==> config.mk <==
export PLATFORM = sky130hd
export DESIGN_NAME = prog_loader_flat
export DESIGN_NICKNAME = d
export VERILOG_FILES = /design/src/rtl/prog_loader_if.sv /design/src/rtl/prog_loader.sv /design/src/flat_wrapper.sv
export SDC_FILE = /design/constraint.sdc
export NUM_CORES = 1
export LEC_CHECK = 0
export ABC_AREA = 1
export CAP_MARGIN = 15
export CELL_PAD_IN_SITES_DETAIL_PLACEMENT = 1
export CELL_PAD_IN_SITES_GLOBAL_PLACEMENT = 1
export CORE_ASPECT_RATIO = 1.4
export CORE_MARGIN = 1.5
export CORE_UTILIZATION = 30
export CTS_CLUSTER_SIZE = 28
export DETAILED_ROUTE_END_ITERATION = 12
export PLACE_DENSITY_LB_ADDON = 0.1
export SLEW_MARGIN = 25
export SYNTH_ARGS = -nofsm -noshare
export SYNTH_HDL_FRONTEND = slang
export SYNTH_SLANG_ARGS = --single-unit
==> constraint.sdc <==
create_clock -name clk -period 4.4 [get_ports clk]
set_input_delay 0.88 -clock clk [delete_from_list [all_inputs] [get_ports clk]]
set_output_delay 0.88 -clock clk [all_outputs]
set_load 0.01 [all_outputs]
==> src/rtl/prog_loader_if.sv <==
// rtl/prog_loader_if.sv - word stream and memory write bus of the program loader
//
// Groups the upstream word stream (in_valid/in_data/in_last/in_ready) and the
// memory write port (mem_we/mem_addr/mem_wdata).
//   master : upstream word source / memory observer
//   slave  : the loader (consumes words, drives memory writes)
interface prog_loader_if #(
    parameter int ADDR_W = 10,
    parameter int DATA_W = 32
);
    logic              in_valid;
    logic [DATA_W-1:0] in_data;
    logic              in_last;
    logic              in_ready;
    logic              mem_we;
    logic [ADDR_W-1:0] mem_addr;
    logic [DATA_W-1:0] mem_wdata;

    modport master (
        output in_valid, in_data, in_last,
        input  in_ready, mem_we, mem_addr, mem_wdata
    );

    modport slave (
        input  in_valid, in_data, in_last,
        output in_ready, mem_we, mem_addr, mem_wdata
    );
endinterface

==> src/rtl/prog_loader.sv <==
// rtl/prog_loader.sv - streams program words into core memory and releases the core
//
// Ports:
//   clk        loader clock, all logic on posedge
//   rst        asynchronous active-high reset
//   start      1-cycle pulse, begins a load at base_addr (ignored while loading)
//   base_addr  first write address, sampled when start is accepted
//   ldr        slave side of prog_loader_if: word stream in, memory write out
//   cpu_hold   1 keeps the core halted; drops one cycle after the final write
//   load_done  sticky, program loaded successfully
//   load_err   sticky, address space exhausted before the last word
//   word_count words written in the current load
module prog_loader #(
    parameter int ADDR_W = 10,
    parameter int DATA_W = 32
) (
    input  logic              clk,
    input  logic              rst,
    input  logic              start,
    input  logic [ADDR_W-1:0] base_addr,
    prog_loader_if.slave      ldr,
    output logic              cpu_hold,
    output logic              load_done,
    output logic              load_err,
    output logic [ADDR_W:0]   word_count
);

    typedef enum logic [1:0] {
        IDLE = 2'd0,
        LOAD = 2'd1,
        DONE = 2'd2,
        ERR  = 2'd3
    } state_t;

    localparam logic [ADDR_W-1:0] TOP_ADDR = '1;

    state_t            state;
    state_t            state_nx;
    logic [ADDR_W-1:0] ptr;
    logic              accept;
    logic              restart;

    assign ldr.in_ready = (state == LOAD);
    assign accept       = ldr.in_valid && ldr.in_ready;
    // start is only honoured outside LOAD
    assign restart      = start && (state != LOAD);

    always_ff @(posedge clk or posedge rst) begin
        if (rst) begin
            state <= IDLE;
        end else begin
            state <= state_nx;
        end
    end

    always_comb begin
        state_nx = state;
        case (state)
            IDLE: begin
                if (start) begin
                    state_nx = LOAD;
                end
            end
            LOAD: begin
                if (accept) begin
                    // last word at the top address is a clean finish, not an overflow
                    if (ldr.in_last) begin
                        state_nx = DONE;
                    end else if (ptr == TOP_ADDR) begin
                        state_nx = ERR;
                    end
                end
            end
            DONE, ERR: begin
                if (start) begin
                    state_nx = LOAD;
                end
            end
            default: state_nx = IDLE;
        endcase
    end

    always_ff @(posedge clk or posedge rst) begin
        if (rst) begin
            ldr.mem_we    <= 1'b0;
            ldr.mem_addr  <= '0;
            ldr.mem_wdata <= '0;
            ptr           <= '0;
            word_count    <= '0;
            load_done     <= 1'b0;
            load_err      <= 1'b0;
            cpu_hold      <= 1'b1;
        end else begin
            // one write per accepted beat, exactly one cycle later
            ldr.mem_we <= accept;
            if (accept) begin
                ldr.mem_addr  <= ptr;
                ldr.mem_wdata <= ldr.in_data;
                word_count    <= word_count + 1'b1;
                // saturate at the top address; overflow ends the load anyway
                if (ptr != TOP_ADDR) begin
                    ptr <= ptr + 1'b1;
                end
            end
            if (restart) begin
                ptr        <= base_addr;
                word_count <= '0;
            end
            // flags track the state being entered, so they rise with the final
            // write and clear on the start edge
            load_done <= (state_nx == DONE);
            load_err  <= (state_nx == ERR);
            // registered from the current state: the release lands one cycle
            // after the final write strobe
            cpu_hold  <= !((state == DONE) && !start);
        end
    end

endmodule
==> src/flat_wrapper.sv <==
// flat-port wrapper written by rule: the top's interface ports become plain ports
module prog_loader_flat 
#(
    parameter int ADDR_W = 10,
    parameter int DATA_W = 32
)
  (clk, rst, start, base_addr, cpu_hold, load_done, load_err, word_count, ldr_in_valid, ldr_in_data, ldr_in_last, ldr_in_ready, ldr_mem_we, ldr_mem_addr, ldr_mem_wdata);
  prog_loader_if #(.ADDR_W(ADDR_W), .DATA_W(DATA_W)) ldr_i ();
  input  logic clk;
  input  logic rst;
  input  logic start;
  input  logic [ADDR_W-1:0] base_addr;
  output logic cpu_hold;
  output logic load_done;
  output logic load_err;
  output logic [ADDR_W:0] word_count;
  input wire logic [$bits(ldr_i.in_valid)-1:0] ldr_in_valid;
  input wire logic [$bits(ldr_i.in_data)-1:0] ldr_in_data;
  input wire logic [$bits(ldr_i.in_last)-1:0] ldr_in_last;
  output wire logic [$bits(ldr_i.in_ready)-1:0] ldr_in_ready;
  output wire logic [$bits(ldr_i.mem_we)-1:0] ldr_mem_we;
  output wire logic [$bits(ldr_i.mem_addr)-1:0] ldr_mem_addr;
  output wire logic [$bits(ldr_i.mem_wdata)-1:0] ldr_mem_wdata;
  assign ldr_i.in_valid = ldr_in_valid;
  assign ldr_i.in_data = ldr_in_data;
  assign ldr_i.in_last = ldr_in_last;
  assign ldr_in_ready = ldr_i.in_ready;
  assign ldr_mem_we = ldr_i.mem_we;
  assign ldr_mem_addr = ldr_i.mem_addr;
  assign ldr_mem_wdata = ldr_i.mem_wdata;
  prog_loader #(.ADDR_W(ADDR_W), .DATA_W(DATA_W)) u_core (.clk(clk), .rst(rst), .start(start), .base_addr(base_addr), .ldr(ldr_i), .cpu_hold(cpu_hold), .load_done(load_done), .load_err(load_err), .word_count(word_count));
endmodule
# After elaboration in Yosys (flattened, before gate mapping)
# Cells that the tools add are included.
# word_totals
register_bits	69
latch_bits	0
ram_bits	0
rom_bits	0
in_bits	47
output_inout_bits	58
word_cells	39
n_memories	0
# op_classes
addsub	2
multipliers	0
div_mod_pow	0
magnitude_cmp	0
eq_ne	8
shift	0
n_mux	10
n_bitwise	0
reduce_logical	10
# ops
operator	count
10-bit two-way mux	3
11-bit two-way mux	2
11-bit by 1-bit adder with 11-bit output, second input constant	1
10-bit by 1-bit adder with 10-bit output, second input constant	1
10-bit equality test, second input constant	1
10-bit != test, second input constant	1
2-bit equality test, second input constant	4
2-bit two-way mux	4
2-bit case mux with 2 select lines	1
2-bit nonzero test	2
1-bit logical AND	3
3-bit OR reduction	1
2-bit by 1-bit equality test with 1-bit output, second input constant	1
1-bit logical NOT	2
2-bit logical NOT	1
2-bit by 1-bit != test with 1-bit output, second input constant	1
2-bit AND reduction	1

# Logic depth before layout (Yosys ltp)
# Gate-level depths: netlist (run 1).
# logic_depth
depth_word	6
ltp_mapped	9
mapped_depth_nobuf	9

# Worst setup path before layout (run 1)
# Ideal clock, no wire load.
# synth_path
path_type	input to register
from	in start
to	reg u_core.ptr[9]
setup_ps	117
arrival_ps	1460
required_ps	4283
slack_ps	2824
stages	5
path_buffers	1
cell_sequence	nand2_4 buf_4 or2_2 nand3_2 nand2_1
# synth_via
elab_chain_cells	3
elab_cells_between_ends	5
classes_between	mux: 1; reduce/logical: 4
# synth_lines
item	line	text
start: declaration	flat_wrapper.sv:11	input logic start;
1-bit logical AND *	prog_loader.sv:46	assign restart = start && (state != LOAD);
2-bit nonzero test (no line)	--	
2-bit AND reduction (no line)	--	
end signal: assignment	prog_loader.sv:102	ptr <= ptr + 1'b1;
end signal: assignment	prog_loader.sv:106	ptr <= base_addr;
end: declaration	prog_loader.sv:39	logic [ADDR_W-1:0] ptr;
# Every way passes the cells marked *; elsewhere a longest branch is shown, timed or not.
# A chain may end at the register's enable or synchronous reset.

==> out/metrics.yaml, run 1 <==
sta:
  slew_violations: 0
  worst_pin_slew_ns: 0.786
  fin_crit_sh: 0.558
  period_needed_ns: 2.46
  setup_slack_ns: 1.94
  holdWs_ns: 0.397
  finalHoldViolations: 0
  fin_tns_setup_ns: 0
  finalSetupViolCount: 0
  max_freq_mhz: 407
  relSlewSlack: 0.475
  rsz0062_at_grt: "false"
  skew_ns: 0.00524
worst_setup_path:
  critPathMaxStageDelay_ns: 0.54
  end_kind: "output port"
  path_class: "flop to output port"
  cp_slowest_cell: "clkdlybuf4s50_1"
  cp_cell_sequence: "inv_1 -> nand2_4 -> inv_1 -> clkdlybuf4s50_1"
  r2r_setup_slack_ns: 2.47
  crit_top_cell: "inv_1"
  crit_fanout: 3
  regToRegEndpoint: "u_core.load_done"
  required_ns: 3.52
  start_kind: "flop"
  worstPathArrival_ns: 1.58
  endpoint: "ldr_in_ready"
  worst-r2r-cell-count: 8
yosys:
  netlist_area_um2: 3160
  mappedNetlistNets: 435
  ys_ff_latch: 69
  synthTopCellsByArea: "dfrtp_1 54%, nand2_1 21%, inv_1 3.6%, o21ai_0 3.3%, nor2_1 2.1%"
  yosysSeqAreaShare: 0.546
  yosys_warnings: 0
  synth_top_cell_by_area: "dfrtp_1"
  ys_types: 30
  netlist.area_leader.share: 0.538
  avgSynthCellArea_um2: 8.20
  synth_cells: 386
global_route:
  grt_antenna_before_repair: 0
  grt_pass1_wl_mm: 15.4
  grt_pass1_vias: 3075
  gr-usage-all-layers: 0.175
  grt_max_degree: 37
  overflow: 0
pwr:
  power.share.combinational: 0.328
  clkPwrFrac: 0.305
  pwr_density_cell_nw_per_um2: 570
  p_sw_frac: 0.320
  pwr-share-seq: 0.367
  p_switching_uw: 850
  vdd_drop_max_uv: 269
  internal-power_mw: 1.81
  fin_total_pwr_mw: 2.66
  p_leak_nw: 2.22
drt:
  ant_nets: 0
  routedWlPerCell_um: 14.4
  drtIter0Drc: 98
  wl_mm: 9.14
  via_per_inst: 4.53
  vias: 2871
  drc: 0
  dr.pass1.iters: 4
clock_network:
  cts_sinks: 69
  cts_setup_buffers: 0
  cts_resized: 0
  cts_buffers: 9
  cts_root_buffer: "clkbuf_16"
  cts.reportedPaths.clkPinSlew_ns: 0.05
  clockBufferDepth: 2
  clock_latency_ns: 0.33
  htreeDepth: 3
  hold_buffers: 0
  cts_tree: "done"
min_path:
  hold_depth: 1
  worstHoldPathType: "flop to flop"
placement:
  place_ws_ns: 1.66
  place_congestion: 0.777
  io_buffers: 104
  hpwlAfterDp_mm: 6.55
  placed_cell_area_um2: 4330
floorplan:
  initial_core_util: 0.307
  rows: 44
  num_io_pins: 105
  chipHeight_um: 125
  die_area_um2: 11200
  core-area_um2: 10300
  fp.dieW_um: 89.8
cells_and_area:
  n_fill_cell: 1267
  finish.instance_area_um2: 4660
  nNetsFinal: 541
  antennaDiodeCount: 0
  final_layout_size_suffix_gt1_frac: 0.0766
  area_growth_syn_to_layout_pct: 47.2
status:
  status: "finished, final reports clean"
run:
  maxCapViolations: 0
[cells by family (layout without fill, tap and decap cells)]
family / after synthesis / after routing / synth area share
and+or+nand+nor: 233 / 233 / 0.312
DFF: 69 / 69 / 0.546
buffers and inverters: 43 / 153 / 0.0609
AOI/OAI and AO/OA: 38 / 38 / 0.0708
adders and majority gates: 2 / 2 / 0.00791
xor gates and xnor gates: 1 / 1 / 0.00277
[metrics by stage]
step	std cells	utilization
after floorplan	386	-
after global placement	619	0.420
after detailed placement	619	0.420
after CTS	634	0.452
after global routing	634	0.452
final	634	0.452
[how the worst min path moves through the flow]
| stage | from | to |
|---|---|---|
| after floorplan | flop | u_core.cpu_hold |
| after global placement | flop | u_core.cpu_hold |
| after detailed placement | flop | u_core.cpu_hold |
| after CTS | flop | u_core.cpu_hold |
| after global routing | flop | u_core.cpu_hold |
| final | flop | u_core.cpu_hold |
[layout by cell type, fill, tap and decap left out, types with 2 or more instances in the layout]
cell type        instances
nand3_2                  2
o21bai_1                 2
a31oi_1                  2
o21ai_2                  6
o21ai_0                 21
nor3_1                   3
dfrtp_1                 68
clkinv_2                 2
buf_4                    4
nand2_2                  2
inv_1                   29
nand2_1                178
clkdlybuf4s50_1        104
ha_1                     2
bufinv_16                3
a21oi_1                  4
nor2_1                  18
clkbuf_16                9
nand2_4                  3
nand3_1                 13
nor2_4                   2
nand4_1                  8
[power by group through the flow]
stage               Combinational, mW  Sequential (mW)  Clock, mW
CTS                             0.890            0.978      0.838
finish                          0.871            0.974      0.810
global route                    0.975             1.00      0.857
floorplan                       0.377             1.03          0
detailed placement              0.884            0.985          0
global placement                0.868            0.979          0
[cell usage after synthesis]
library cell / instances
buf_6: 1
o22ai_1: 1
buf_2: 7
nor2_2: 1
nand3_1: 13
o21bai_1: 2
nand2_4: 3
dfrtp_1: 68
buf_1: 1
nor3_1: 3
o21ai_2: 6
a21oi_1: 4
dfstp_2: 1
a31oi_1: 2
nand4_1: 8
o21ai_0: 21
nand2_2: 2
nor2_1: 18
nand3b_1: 1
nand2_1: 178
xnor2_1: 1
or2_2: 1
buf_4: 4
nand3b_2: 1
nor2_4: 2
inv_1: 30
o21ai_1: 1
a21o_1: 1
ha_1: 2
nand3_2: 2
[routing by layer]
layer | track usage | vias up | part of all wire
met4 | 0.0700 | 0 | 0.015
met2 | 0.299 | 69 | 0.50
met1 | 0.217 | 1374 | 0.45
met3 | 0.0324 | 8 | 0.035
met5 | 0 | - | 0
li1 | - | 1420 | -
[final cells by class]
type,count,area [um^2],area share
sequential,69,1730,0.371
timing repair buffer,108,1070,0.230
clock buffer,10,229,0.0492
clock inverter,5,100,0.0215
multi-input combinational,274,1240,0.267
inverter,30,113,0.0242
tap,138,173,0.0371
[flip-flops by register name, summed over array words and instances, names as in the netlist, named ones only]
register and cells:
u_core.load_done 1, u_core.load_err 1, u_core.word_count 11, u_core.ldr.mem_we 1
u_core.ldr.mem_wdata 32, u_core.state 1, u_core.cpu_hold 1, u_core.ldr.mem_addr 10
u_core.ptr 10
[critical path, delay by kind of cell, from the launching register on]
family	cells	cell delay (ns)
flops	1	0.37
simple gates	1	0.10
buf+inv	3	0.78
Power figures use the tool's default switching activity.
==> inputs of run 2 (changes only) <==
clock period = 2.42 ns   (was 4.4 ns; I/O delays follow)
==> run 2 against run 1 <==
  * Design area grew 0.70%
  * Routed wire length shrank 2.4%
  * First-iteration DRC count grew 10%
  * Clock skew is essentially flat
  * Global-route usage shrank 0.58 points
  * Non-clock buffer count grew 3
  * Worst hold slack gained 0.018 ns
  * Total power grew 80%
  * Utilization grew 0.32 points
  * Worst setup slack lost 1.6 ns
  * Die area is the same
  * Critical path type unchanged
  * Largest power group unchanged
  * Highest routed layer unchanged
==> out/metrics.yaml, run 2 (synthesis gave the netlist of run 1 again) <==
global_route:
  met1_usage: 0.214  # -0.00304
  met3_usage: 0.0269  # -0.00549
  grt-busiest-layer: "met2"
  grt_pass1_vias: 2992  # -2.7%
  grt_max_degree: 52  # +41%
  met2_usage: 0.285  # -0.0139
  gr-usage-all-layers: 0.169  # -0.00581
  grt_pass1_wl_mm: 15.1  # -2.2%
  grt_antenna_before_repair: 0  # unchanged
  overflow: 0  # unchanged
floorplan:
  rows: 44  # unchanged
  core-area_um2: 10300  # unchanged
  chipHeight_um: 125  # unchanged
  fp.dieW_um: 89.8  # unchanged
  num_io_pins: 105  # unchanged
  die_area_um2: 11200  # unchanged
  initial_core_util: 0.307  # unchanged
worst_setup_path:
  crit_top_cell: "inv_1"
  crit_fanout: 3  # unchanged
  path_class: "flop to output port"
  critPathMaxStageDelay_ns: 0.56  # +0.02 ns
  required_ns: 1.94  # -1.58 ns
  path_delay_family: "buffers and inverters"
  cp_slowest_cell: "clkdlybuf4s50_1"
  path_buf_inv: 3  # unchanged
  cp_cell_sequence: "inv_1 -> nand2_4 -> inv_1 -> clkdlybuf4s50_1"
  end_kind: "output port"
  start_kind: "flop"
  worstPathArrival_ns: 1.58  # about the same
sta:
  relSlewSlack: 0.737  # +0.262
  worst_pin_slew_ns: 0.394  # -0.393 ns
  skew_ns: 0.00519  # -0.0000574 ns
  slew_violations: 0  # unchanged
  fin_crit_sh: 0.855
  fin_tns_setup_ns: 0  # unchanged
  max_freq_mhz: 484
  period_needed_ns: 2.07
  finalHoldViolations: 0  # unchanged
  rsz0062_at_grt: "false"
  finalSetupViolCount: 0  # unchanged
cells_and_area:
  finish.instance_area_um2: 4690  # +0.70%
  antennaDiodeCount: 0  # unchanged
  largest-register: "u_core.ldr.mem_wdata"
  largest_register_ffs: 32  # unchanged
  nNetsFinal: 544  # +0.55%
  final_common_cell: "nand2_1"
  fin_util: 0.456  # +0.00316
  top_regs: "u_core.ldr.mem_wdata: 32 flops, u_core.word_count: 11 flops"
  area_growth_syn_to_layout_pct: 48.2
  final_cell_mix: "178 x nand2_1, 104 x clkdlybuf4s50_1, 68 x dfrtp_1"
  final_layout_size_suffix_gt1_frac: 0.0840  # +0.00739
clock_network:
  htreeDepth: 3  # unchanged
  clock_latency_ns: 0.33  # about the same
  cts.reportedPaths.clkPinSlew_ns: 0.05  # about the same
  cts_setup_buffers: 0  # unchanged
  cts_root_buffer: "clkbuf_16"
  cts_tree: "done"
  clockBufferDepth: 2  # unchanged
  cts_resized: 0  # unchanged
  cts_buffers: 9  # unchanged
  cts_sinks: 69  # unchanged
  hold_buffers: 0  # unchanged
placement:
  hpwlAfterDp_mm: 6.47  # -1.3%
  io_buffers: 104  # unchanged
  placed_cell_area_um2: 4360  # +0.81%
  place_congestion: 0.799  # +2.8%
run:
  maxCapViolations: 0  # unchanged
pwr:
  p_leak_nw: 2.24  # +0.88%
  vdd_drop_max_uv: 427  # +59%
  fin_total_pwr_mw: 4.79  # +80%
  pwr_density_cell_nw_per_um2: 1020  # +79%
drt:
  wl_mm: 8.92  # -2.4%
  via_per_inst: 4.50  # -0.70%
  drtIter0Drc: 108  # +10%
  routedWlPerCell_um: 14.0  # -3.0%
  dr.pass1.iters: 4  # unchanged
  vias: 2869  # -0.070%
  ant_nets: 0  # unchanged
  drc: 0  # unchanged
status:
  status: "finished, final reports clean"
min_path:
  worstHoldPathType: "flop to flop"
## run 2: path summary, 6_finish.rpt
check                         startpoint                        to  cells after the start  slack [ns]
max                                 flop              ldr_in_ready                      4        0.35
min                                 flop           u_core.cpu_hold                      1        0.42
max reg2reg                u_core.ptr[0]             u_core.ptr[5]                      8        0.72
min reg2reg                         flop           u_core.cpu_hold                      1        0.42
max in group asynchronous            rst           u_core.cpu_hold                      3        1.59
min in group asynchronous            rst  u_core.ldr.mem_wdata[10]                      3        0.54
## run 2: layer usage
metal,up-vias,share of wire
li1,1427,-
met1,1358,0.46
met2,72,0.48
met3,12,0.039
met4,0,0.019
met5,-,0
## run 2: layout make-up
class                           instances  area, um^2
Inverter                               30         113
Clock inverter                          4        70.1
Tap cell                              138         173
Timing Repair Buffer                  111        1110
Clock buffer                           12         256
Fill cell                            1268        5610
Multi-Input combinational cell        274        1240
Sequential cell                        69        1730
## run 2: per-stage QoR
step                hold WS (ns)  setup slack (ns)  std cells
global route               0.444             0.261        638
finish                     0.415             0.352        638
CTS                        0.412             0.327        638
global placement           0.384             0.405        622
floorplan                  0.375             0.198        386
detailed placement         0.404             0.333        622
## run 2: where the power goes
group / leakage, nW / switching [mW] / total, mW / internal [mW]
clock: 0.163 / 0.479 / 1.43 / 0.955
combinational: 1.20 / 0.798 / 1.59 / 0.795
sequential: 0.873 / 0.265 / 1.77 / 1.50
## run 2: worst register-to-register path, cell delays in order, from the launching register on
cell,delay [ns]
dfrtp_1,0.44
ha_1,0.25
nand3_2,0.12
inv_1,0.12
nand3b_2,0.10
nand2_2,0.09
nand2_4,0.14
inv_1,0.19
o21ai_0,0.12
==> inputs of run 3 (changes only) <==
GPL_ROUTABILITY_DRIVEN = 0   (was not set)
HOLD_SLACK_MARGIN = 0.06   (was not set)
==> results of run 3 <==
Same layout as run 2: the final DEF is identical, and so are final timing and power.
